`src/rtl/popcount_sched.sv`:
```
// popcount_sched: round-robin arbiter streaming operands nibble-wise through a shared one-hot popcount unit
module popcount_sched #(
  parameter int WIDTH = 16,
  parameter int CW = $clog2(WIDTH + 1)
) (
  input  logic             clk,
  input  logic             reset,
  input  logic             ena,
  input  logic             req0_valid,
  input  logic [WIDTH-1:0] req0_data,
  output logic             req0_ready,
  input  logic             req1_valid,
  input  logic [WIDTH-1:0] req1_data,
  output logic             req1_ready,
  output logic             pc_a,
  output logic             pc_b,
  output logic             pc_c,
  output logic             pc_d,
  input  logic             pc_v,
  input  logic             pc_w,
  input  logic             pc_x,
  input  logic             pc_y,
  input  logic             pc_z,
  output logic             res_valid,
  output logic [CW-1:0]    res_count,
  output logic             res_id,
  input  logic             res_ready,
  output logic             busy,
  output logic             err
);
  localparam int N = WIDTH / 4;
  localparam int IW = N > 1 ? $clog2(N) : 1;
  localparam logic [1:0] IDLE = 2'd0;
  localparam logic [1:0] RUN = 2'd1;
  localparam logic [1:0] DONE = 2'd2;
  logic [1:0]       state_q, state_d;
  logic [WIDTH-1:0] shreg_q, shreg_d;
  logic [CW-1:0]    acc_q, acc_d;
  logic [IW-1:0]    idx_q, idx_d;
  logic             last_q, last_d;
  logic [CW-1:0]    res_count_q, res_count_d;
  logic             res_id_q, res_id_d;
  logic             err_q, err_d;
  logic             run, grant, take, onehot;
  logic [CW-1:0]    dec, sum;
  assign run = state_q == RUN;
  assign grant = (req0_valid & req1_valid) ? ~last_q : req1_valid;
  assign take = (state_q == IDLE) & ena & ~reset & (req0_valid | req1_valid);
  assign req0_ready = take & ~grant;
  assign req1_ready = take & grant;
  assign onehot = $onehot({pc_v, pc_w, pc_x, pc_y, pc_z});
  assign dec = ~onehot ? CW'(0) : pc_z ? CW'(4) : pc_y ? CW'(3) : pc_x ? CW'(2) : pc_w ? CW'(1) : CW'(0);
  assign sum = acc_q + dec;
  assign {pc_d, pc_c, pc_b, pc_a} = run ? shreg_q[3:0] : 4'd0;
  assign res_valid = state_q == DONE;
  assign busy = state_q != IDLE;
  assign res_count = res_count_q;
  assign res_id = res_id_q;
  assign err = err_q;
  always_comb begin
    state_d = state_q;
    shreg_d = shreg_q;
    acc_d = acc_q;
    idx_d = idx_q;
    last_d = last_q;
    res_count_d = res_count_q;
    res_id_d = res_id_q;
    err_d = err_q;
    if (take) begin
      shreg_d = grant ? req1_data : req0_data;
      acc_d = '0;
      idx_d = '0;
      last_d = grant;
      res_id_d = grant;
      state_d = RUN;
    end else if (ena && run) begin
      acc_d = sum;
      shreg_d = shreg_q >> 4;
      idx_d = idx_q + 1'b1;
      err_d = err_q | ~onehot;
      state_d = (idx_q == IW'(N - 1)) ? DONE : RUN;
      res_count_d = (idx_q == IW'(N - 1)) ? sum : res_count_q;
    end else if (ena && state_q == DONE && res_ready) begin
      state_d = IDLE;
    end
  end
  always_ff @(posedge clk) begin
    if (reset) begin
      state_q <= IDLE;
      shreg_q <= '0;
      acc_q <= '0;
      idx_q <= '0;
      last_q <= 1'b1;
      res_count_q <= '0;
      res_id_q <= 1'b0;
      err_q <= 1'b0;
    end else begin
      state_q <= state_d;
      shreg_q <= shreg_d;
      acc_q <= acc_d;
      idx_q <= idx_d;
      last_q <= last_d;
      res_count_q <= res_count_d;
      res_id_q <= res_id_d;
      err_q <= err_d;
    end
  end
endmodule

```
`config.mk`:
```
export PLATFORM = sky130hd
export DESIGN_NAME = popcount_sched
export DESIGN_NICKNAME = d
export VERILOG_FILES = /design/src/rtl/popcount_sched.sv
export SDC_FILE = /design/constraint.sdc
export NUM_CORES = 1
export LEC_CHECK = 0
export CAP_MARGIN = 20
export CORE_AREA = 10 10 73 75
export CTS_CLUSTER_SIZE = 25
export DETAILED_ROUTE_END_ITERATION = 16
export DIE_AREA = 0 0 83 85
export PLACE_DENSITY = 0.86
export SLEW_MARGIN = 30
export SYNTH_ARGS = -nofsm -noshare
export SYNTH_HDL_FRONTEND = slang
export SYNTH_SLANG_ARGS = --single-unit
```
`constraint.sdc`:
```
create_clock -name clk -period 10.25 [get_ports clk]
set_input_delay 2.05 -clock clk [delete_from_list [all_inputs] [get_ports clk]]
set_output_delay 2.05 -clock clk [all_outputs]
set_load 0.005 [all_outputs]
```
==> results of run 1 <==
==> cell type report <==
cell class / count / area [sq um] / share of cell area (%)
sequential: 33 / 660.6 / 25.38
tap: 50 / 62.56 / 2.404
multi-input combinational: 155 / 1095 / 42.07
clock buffer: 7 / 86.33 / 3.317
clock inverter: 1 / 30.03 / 1.154
inverter: 22 / 82.58 / 3.173
timing repair buffer: 59 / 585.6 / 22.50
==> per-layer routing <==
layer	up-vias	track usage, %
met3	2	5.258
li1	925	-
met5	-	0
met2	67	24.30
met4	0	5.573
met1	859	17.38
==> sequential cells by signal, summed over array words and instances (netlist names) <==
register   count
idx_q          2
acc_q          5
state_q        2
res_id         1
shreg_q       16
last_q         1
err            1
res_count      5
==> power by group through the flow <==
stage / Combinational [mW] / Sequential (mW) / Clock (mW)
floorplan: 0.0299 / 0.140 / 0
global placement: 0.0523 / 0.141 / 0
detailed placement: 0.0535 / 0.141 / 0
CTS: 0.0539 / 0.139 / 0.130
global route: 0.0598 / 0.139 / 0.135
finish: 0.0541 / 0.139 / 0.128
==> cell usage after synthesis, types with 2 or more instances <==
library cell | instances | area, sq um
dfxtp_1 | 33 | 660.6
nand2_1 | 24 | 90.09
inv_1 | 20 | 75.07
nand3_1 | 17 | 85.08
o211ai_1 | 13 | 97.59
o2111ai_1 | 12 | 105.1
a21oi_1 | 11 | 55.05
buf_2 | 8 | 40.04
nor2_1 | 7 | 26.28
a31oi_1 | 5 | 31.28
and2_1 | 5 | 31.28
ha_1 | 5 | 62.56
a311oi_1 | 4 | 35.03
clkbuf_1 | 4 | 15.01
nand4_1 | 4 | 25.02
nor2b_1 | 4 | 25.02
o21ai_0 | 4 | 20.02
a211oi_1 | 3 | 22.52
fa_1 | 3 | 60.06
nand2b_1 | 3 | 18.77
or3_1 | 3 | 18.77
a21boi_1 | 2 | 15.01
buf_6 | 2 | 22.52
inv_2 | 2 | 7.510
nor3_1 | 2 | 10.01
xnor2_1 | 2 | 17.52
==> per-stage QoR <==
step / util (%) / hold slack (ns)
finish: 66.50 / 0.4659
global route: 66.50 / 0.4843
CTS: 66.40 / 0.4681
detailed placement: 63.43 / 0.4583
global placement: 63.43 / 0.4463
floorplan: - / 0.4398
==> cells by family (layout without fill, tap and decap cells) <==
family	Yosys count	in the layout	synth area share, %
adder cells (fa/ha/maj)	8	8	6.389
flip-flops	33	33	34.42
AND/OR/NAND/NOR	81	81	25.29
multiplexers	1	1	0.5215
XOR/XNOR	2	2	0.9128
AO/OA/AOI/OAI	63	63	23.73
buffers and inverters	37	89	8.735
==> how the worst min path moves through the flow <==
stage / startpoint / end / cells past startpoint
3_3_place_gp: idx_q[1] / idx_q[1] / 2
4_1_cts: res_count[0] / res_count[0] / 2
6_report: res_count[0] / res_count[0] / 2
3_5_place_dp: res_count[0] / res_count[0] / 2
2_1_floorplan: last_q / last_q / 1
5_1_grt: res_count[0] / res_count[0] / 2
==> worst register-to-register path, cell delays in order (launching register included) <==
cell	delay (ns)
dfxtp_1	0.50
nor4b_4	0.34
buf_4	0.30
nand3_2	0.30
o2111ai_1	0.29
==> impl_metrics.json, run 1 <==
{
  "wirelength_mm": 5.413,
  "irDropWorstVdd_mv": 0.07203,
  "cp_data_required_time_ns": 8.20,
  "cap_violations": 0,
  "min_period_ns": 6.316,
  "end_kind": "primary output",
  "tns_ns": 0,
  "postCtsSetupBuffers": 0,
  "synth_seq_cells": 33,
  "seqPwrFrac_pct": 43.3,
  "row_count": 23,
  "totalPowerFinal_mw": 0.3206,
  "cp_max_fo": 24,
  "grt.total_usage_pct": 14.83,
  "rsz0062_at_grt": "false",
  "cp_cell_sequence": "clkdlybuf4s50_1 -> nor4b_4 -> buf_4 -> nand3_2 -> inv_2 -> clkdlybuf4s50_1",
  "cp_slowest_cell": "clkdlybuf4s50_1",
  "clkTransAtPathRegs_ns": 0.07,
  "rrSetupSlack_ns": 8.44,
  "netlist_area_sq_um": 1919,
  "cts_sinks": 33,
  "cp.arrival_ns": 4.27,
  "met2WireLength_mm": 2.656,
  "drive_gt1_share_pct": 7.942,
  "synthToLayoutAreaGrowth_pct": 35.59,
  "ys_async_sr_fraction_pct": 0,
  "cts_resized": 0,
  "drt-met1-wl_mm": 2.364,
  "ys_seq_area_share_pct": 34.42,
  "drc": 0,
  "max_slew_margin_pct": 50.40,
  "dieArea_sq_um": 7055,
  "die_h_um": 85,
  "dp_slack_ns": 3.794,
  "timing.rr.end": "shreg_q[0]",
  "synthesis.nets": 276,
  "synthCells": 225,
  "final_cell_mix": "clkdlybuf4s50_1, dfxtp_1, nand2_1",
  "hp-class": "reg -> reg",
  "clockRootBuffer": "clkbuf_8",
  "yosysWarnings": 0,
  "placed_cell_area_sq_um": 2482,
  "cts_buffer_depth": 2,
  "via_count": 1853,
  "cp-endpoint": "req0_ready",
  "path_buf_inv": 4,
  "intPower_mw": 0.2418,
  "ctsHtreeMaxLevel": 2,
  "rr_worst_depth": 4,
  "cts_hold_buf": 0,
  "power_frac_clock_pct": 39.9,
  "highest_layer": "met4",
  "status": "completed",
  "cts_tree": "yes",
  "dr.pass1.iters": 4,
  "combPwrFrac_pct": 16.9,
  "cpPeakStageDelay_ns": 0.70,
  "synth.distinct_cells": 49,
  "fmax_mhz": 158.3,
  "fin_crit_sh_pct": 61.62,
  "fill_cells": 335,
  "layout_commonest_cell": "clkdlybuf4s50_1",
  "crit_start": "reset",
  "swShare_pct": 24.57,
  "final_nets": 327,
  "antenna_left": 0,
  "gp_congestion": 0.8172,
  "critPathTopFamily": "buffers and inverters",
  "io_pins": 58,
  "grt_max_degree": 25,
  "place.detailed.hpwl_mm": 4.074,
  "finalHoldViolations": 0,
  "clock_skew_ns": 0.004779,
  "crit_type": "in -> out",
  "wl_met3_um": 353,
  "final_max_slew_viol_count": 0,
  "die_x_um": 83,
  "overflow": 0,
  "fin_cells": 327,
  "r2r_start": "state_q[0]",
  "setup_viol": 0,
  "vias_per_cell": 5.667,
  "synth_edf_count": 0,
  "p_per_area_nw_per_um2": 123.2,
  "portBuffers": 57,
  "ys.flop_type": "dfxtp_1",
  "clock_latency_ns": 0.29,
  "wl_per_cell_um": 16.55,
  "grt_pass1_vias": 1756,
  "cp-start-kind": "primary input",
  "antenna_found_initial": 0,
  "critical_path_cell_count": 6,
  "dp_cells": 319,
  "avgSynthCellArea_sq_um": 8.530,
  "grt_pass1_wl_mm": 8.721,
  "stdcell_area_sq_um": 2603,
  "power_switching_mw": 0.07876,
  "layout_setup_ws_ns": 3.934,
  "diodes": 0,
  "leakagePower_nw": 1.033,
  "initial_core_util_pct": 49.04,
  "core_area_sq_um": 3914,
  "drt_iter0_markers": 177,
  "cpMostUsedCell": "clkdlybuf4s50_1",
  "cts_made_buffers": 5,
  "worstMarginPinSlew_ns": 0.7396
}
No activity file was read; power rests on OpenSTA's default activity.
==> run 2: changes to the inputs <==
Settings changed: CORE_AREA 10 10 73 75 to 10 10 79 81, DIE_AREA 0 0 83 85 to 0 0 89 91, PLACE_DENSITY 0.86 to 0.77.
Clock period 10.25 ns to 5.1 ns, I/O delays scaled along.
==> run 2 against run 1 <==
  * Critical endpoint is now acc_q[4]
  * Sequential power increased by 100%
  * Sequential share of layout area increased by 0.061 points
  * Cell area decreased by 0.24%
  * Clock power increased by 55%
  * Core utilization decreased by 11 points
  * Final cell count increased by 1.8%
  * Global-route usage decreased by 1.6 points
  * Via count decreased by 0.49%
  * Critical path depth increased by 6
==> impl_metrics.json, run 2 (synthesis results as in run 1) <==
{
  "via_count": 1844,
  "cp_cell_sequence": "clkdlybuf4s50_1 -> inv_1 -> fa_1 -> fa_1 -> inv_1 -> ha_1 -> or3_1 -> a211oi_1 -> fa_1 -> a21oi_1 -> or4_4 -> a21oi_2",
  "max_slew_margin_pct": 57.31,
  "rr_worst_depth": 4,
  "setup_viol": 0,
  "totalPowerFinal_mw": 0.5864,
  "row_count": 25,
  "cp_data_required_time_ns": 5.32,
  "cts_sinks": 33,
  "final_max_slew_viol_count": 0,
  "seqPwrFrac_pct": 47.5,
  "drive_gt1_share_pct": 8.244,
  "dp_cells": 326,
  "swShare_pct": 25.72,
  "vias_per_cell": 5.538,
  "top_register": "shreg_q",
  "status": "completed",
  "clkTransAtPathRegs_ns": 0.06,
  "fin_cells": 333,
  "tns_ns": 0,
  "wl_per_cell_um": 15.36,
  "combPwrFrac_pct": 18.5,
  "final_cell_mix": "clkdlybuf4s50_1, dfxtp_1, nand2_1",
  "grt_pass1_wl_mm": 8.714,
  "grt.total_usage_pct": 13.20,
  "gp_congestion": 0.8415,
  "layout_setup_ws_ns": 0.8604,
  "finalHoldViolations": 0,
  "diodes": 0,
  "rsz0062_at_grt": "false",
  "fill_cells": 426,
  "die_x_um": 89,
  "dieArea_sq_um": 8099,
  "final_util_pct": 55.70,
  "worstHoldEndpoint": "res_count[1]",
  "cts_tree": "yes",
  "cts_resized": 0,
  "power_frac_clock_pct": 34.0,
  "end_kind": "flip-flop",
  "io_pins": 58,
  "cts_buffer_depth": 2,
  "min_period_ns": 4.240,
  "grt_max_degree": 20,
  "hp-class": "reg -> reg",
  "ctsHtreeMaxLevel": 2,
  "drc": 0,
  "dp_slack_ns": 0.5468,
  "cp-start-kind": "primary input",
  "rrSetupSlack_ns": 3.20,
  "crit_start": "pc_y",
  "r2r_start": "state_q[0]",
  "postCtsSetupBuffers": 0,
  "fmax_mhz": 235.9,
  "irDropWorstVdd_mv": 0.1324,
  "cap_violations": 0,
  "crit_type": "in -> reg",
  "clock_latency_ns": 0.29,
  "cp_slowest_cell": "clkdlybuf4s50_1",
  "place.detailed.hpwl_mm": 3.871,
  "leakagePower_nw": 1.033,
  "intPower_mw": 0.4356,
  "multi_input_comb_area_sq_um": 1091,
  "placed_cell_area_sq_um": 2510,
  "initial_core_util_pct": 41.18,
  "path_buf_inv": 3,
  "cpMostUsedCell": "fa_1",
  "stdcell_area_sq_um": 2596,
  "wirelength_mm": 5.116,
  "antenna_found_initial": 0,
  "clock_skew_ns": 0.005346,
  "dr.pass1.iters": 4,
  "die_h_um": 91,
  "p_per_area_nw_per_um2": 225.9,
  "cp.arrival_ns": 4.46,
  "synthToLayoutAreaGrowth_pct": 35.27,
  "holdWs_ns": 0.4566,
  "fin_crit_sh_pct": 83.13,
  "antenna_left": 0,
  "final_nets": 330,
  "core_area_sq_um": 4661,
  "portBuffers": 57,
  "drt_iter0_markers": 115,
  "cts_made_buffers": 5,
  "cpPeakStageDelay_ns": 0.48,
  "critPathTopFamily": "adder cells",
  "timing.rr.end": "shreg_q[13]",
  "cts_hold_buf": 0,
  "layout_commonest_cell": "clkdlybuf4s50_1",
  "largest_register_ff_count": 16,
  "overflow": 0,
  "regArea_sq_um": 660.6,
  "worstMarginPinSlew_ns": 0.6395,
  "clockRootBuffer": "clkbuf_8",
  "hp-start": "res_count[1]",
  "grt_pass1_vias": 1854,
  "whs_path_depth": 2,
  "power_switching_mw": 0.1508,
  "cp_max_fo": 4
}
-- run 2: cell types whose count changed in the layout (fill, tap and decap cells not counted), sizes merged --
cell / change
buf: +3
bufinv: -1
-- run 2: tightest hold or removal path, delay by kind of cell, from the launching register on --
family           cells  cell delay (ns)
AO/OA/AOI/OAI        1             0.05
AND/OR/NAND/NOR      1             0.05
flip-flops           1             0.31
-- run 2: per-layer routing --
layer	track usage (%)	up-vias	routed length [um]
li1	-	933	-
met2	20.20	51	2378
met3	4.200	7	429
met4	7.029	0	110
met1	15.95	853	2198
met5	0	-	0
-- run 2: worst max path at each step --
stage          depth (start not counted)           end
3_5_place_dp                          12      acc_q[4]
6_report                              12      acc_q[4]
2_1_floorplan                         11      acc_q[4]
4_1_cts                               12      acc_q[4]
3_3_place_gp                          12      acc_q[4]
5_1_grt                               12  res_count[3]
-- run 2: power groups by stage --
| stage | Sequential [mW] | Clock (mW) | Combinational [mW] |
|---|---|---|---|
| floorplan | 0.281 | 0 | 0.0602 |
| global placement | 0.284 | 0 | 0.108 |
| detailed placement | 0.284 | 0 | 0.109 |
| CTS | 0.278 | 0.205 | 0.109 |
| global route | 0.280 | 0.217 | 0.121 |
| finish | 0.278 | 0.199 | 0.109 |
-- run 2: area by class of cell --
class                   count  area share (%)
flip-flops and latches     33           25.45
well taps                  54           2.602
clock buffers               7           3.325
inverters                  22           3.181
multi-input cells         155           42.02
repair buffers             62           23.42
==> run 3: changes to the inputs <==
Clock period 5.1 ns to 3.75 ns, I/O delays scaled along.
==> run 3 against run 2 <==
  * Cell area rose by 6.2%
  * First-iteration DRC count rose by 13%
  * Via count rose by 6.8%
  * Clock power rose by 33%
  * Core utilization rose by 3.5 points
  * Critical path depth rose by 1
  * Clock skew rose by 0.0053 ns
  * Sequential power rose by 36%
  * Setup slack got worse by 0.63 ns
  * Die area did not move
  * Power rose by 40%
  * Critical path type unchanged
  * Critical endpoint unchanged
  * Largest power group unchanged
==> impl_metrics.json, run 3 (synthesis results as in run 1) <==
{
  "status": "completed",
  "fin_crit_sh_pct": 93.90,
  "r2r_start": "state_q[0]",
  "cts_buffer_depth": 2,
  "drt_iter0_markers": 130,
  "crit_start": "pc_y",
  "top_register": "shreg_q",
  "drive_gt1_share_pct": 17.24,
  "setup_viol": 0,
  "clockRootBuffer": "clkbuf_8",
  "clock_skew_ns": 0.01066,
  "core_area_sq_um": 4661,
  "row_count": 25,
  "ctsHtreeMaxLevel": 2,
  "cts_tree": "yes",
  "via_count": 1970,
  "portBuffers": 57,
  "final_nets": 340,
  "grt.total_usage_pct": 13.84,
  "antenna_left": 0,
  "cp-start-kind": "primary input",
  "gp_congestion": 0.8569,
  "antenna_found_initial": 0,
  "cts_sinks": 33,
  "tns_ns": 0,
  "final_cell_mix": "clkdlybuf4s50_1, dfxtp_1, nand2_1",
  "rr_worst_depth": 3,
  "synthToLayoutAreaGrowth_pct": 43.68,
  "largest_register_ff_count": 16,
  "diodes": 0,
  "cts_made_buffers": 5,
  "cp-endpoint": "acc_q[4]",
  "overflow": 0,
  "cp.arrival_ns": 3.75,
  "grt_pass1_vias": 1884,
  "end_kind": "flip-flop",
  "finalHoldViolations": 0,
  "drc": 0,
  "p_per_area_nw_per_um2": 297.7,
  "rrSetupSlack_ns": 1.99,
  "cp_data_required_time_ns": 3.97,
  "wirelength_mm": 6.011,
  "dr.pass1.iters": 4,
  "max_slew_margin_pct": 59.91,
  "hp-class": "reg -> reg",
  "die_x_um": 89,
  "layout_commonest_cell": "clkdlybuf4s50_1",
  "leakagePower_nw": 1.104,
  "rsz0062_at_grt": "false",
  "grt_pass1_wl_mm": 8.997,
  "io_pins": 58,
  "holdWs_ns": 0.4612,
  "crit_type": "in -> reg",
  "cp_max_fo": 3,
  "worstMarginPinSlew_ns": 0.6005,
  "clock_latency_ns": 0.30,
  "fmax_mhz": 284.0,
  "cap_violations": 0,
  "min_period_ns": 3.521,
  "grt_max_degree": 20,
  "timing.rr.end": "idx_q[0]",
  "final_max_slew_viol_count": 0,
  "clkTransAtPathRegs_ns": 0.06,
  "vias_per_cell": 5.727,
  "initial_core_util_pct": 41.18,
  "place.detailed.hpwl_mm": 4.149,
  "wl_per_cell_um": 17.47,
  "irDropWorstVdd_mv": 0.1789,
  "die_h_um": 91,
  "cts_hold_buf": 0,
  "dieArea_sq_um": 8099
}
==> run 3: changes by cell type in the layout (fill, tap and decap cells not counted), sizes merged <==
cell           previous run  this run
buf                       5        15
clkbuf                    7         6
clkdlybuf4s50            57        54
clkinv                    0         2
dlymetal6s2s              0         3
==> run 3: worst max-delay path: stages <==
cell and delay (ns):
dlymetal6s2s_1 0.12, inv_2 0.06, fa_1 0.50, fa_2 0.37, inv_2 0.05, ha_1 0.22
or3_4 0.42, nor3_4 0.20, ha_2 0.21, fa_2 0.24, a21oi_4 0.07, or4_4 0.42
a21oi_2 0.12
==> run 3: what timing repair did <==
item                                    4_1_cts  5_1_grt
endpoints found under the setup margin        3        6
setup buffers                                 1        1
resized for setup                             9       15
cloned                                        0        0
pin swaps                                     7        8
hold endpoints to repair                      0        0
==> run 3: worst min-delay path by stage <==
stage	start	to	slack, ns	depth (start not counted)
2_1_floorplan	last_q	last_q	0.44	1
3_3_place_gp	res_count[0]	res_count[0]	0.45	2
3_5_place_dp	res_count[0]	res_count[0]	0.45	2
4_1_cts	res_count[0]	res_count[0]	0.46	2
5_1_grt	idx_q[1]	idx_q[1]	0.49	2
6_report	res_count[0]	res_count[0]	0.46	2
==> run 3: final cells by class <==
class	instances	area, sq um
Fill cell	405	1903
Timing Repair Buffer	72	690.7
Multi-Input combinational cell	155	1174
Inverter	22	82.58
Tap cell	54	67.56
Sequential cell	33	660.6
Clock buffer	6	72.57
Clock inverter	2	10.01
==> run 3: layer usage <==
metal  share of wire, %  global-route usage [%]  up-vias  wire length (um)
li1                   -                       -      956                 -
met1                 40                   16.11      932              2426
met2                 49                   22.82       73              2943
met3                8.0                   4.021        9               482
met4                2.6                   5.968        0               159
met5                  0                       0        -                 0
==> run 3: stage by stage <==
step	instance area [sq um]	utilization, %	std cells	worst slack [ns]	total power [mW]
CTS	2691	57.75	343	0.02659	0.8065
detailed placement	2570	55.14	334	-0.4065	0.5447
global route	2758	59.17	344	0.1162	0.8558
finish	2758	59.17	344	0.2286	0.8209
floorplan	1919	-	225	0.1222	0.4638
global placement	2570	55.14	334	-0.3132	0.5410
==> run 3: where the power goes <==
group | leakage (nW) | internal, mW | switching, mW
combinational | 0.790 | 0.0956 | 0.0826
clock | 0.0450 | 0.129 | 0.135
sequential | 0.269 | 0.367 | 0.0121
total | 1.10 | 0.591 | 0.230
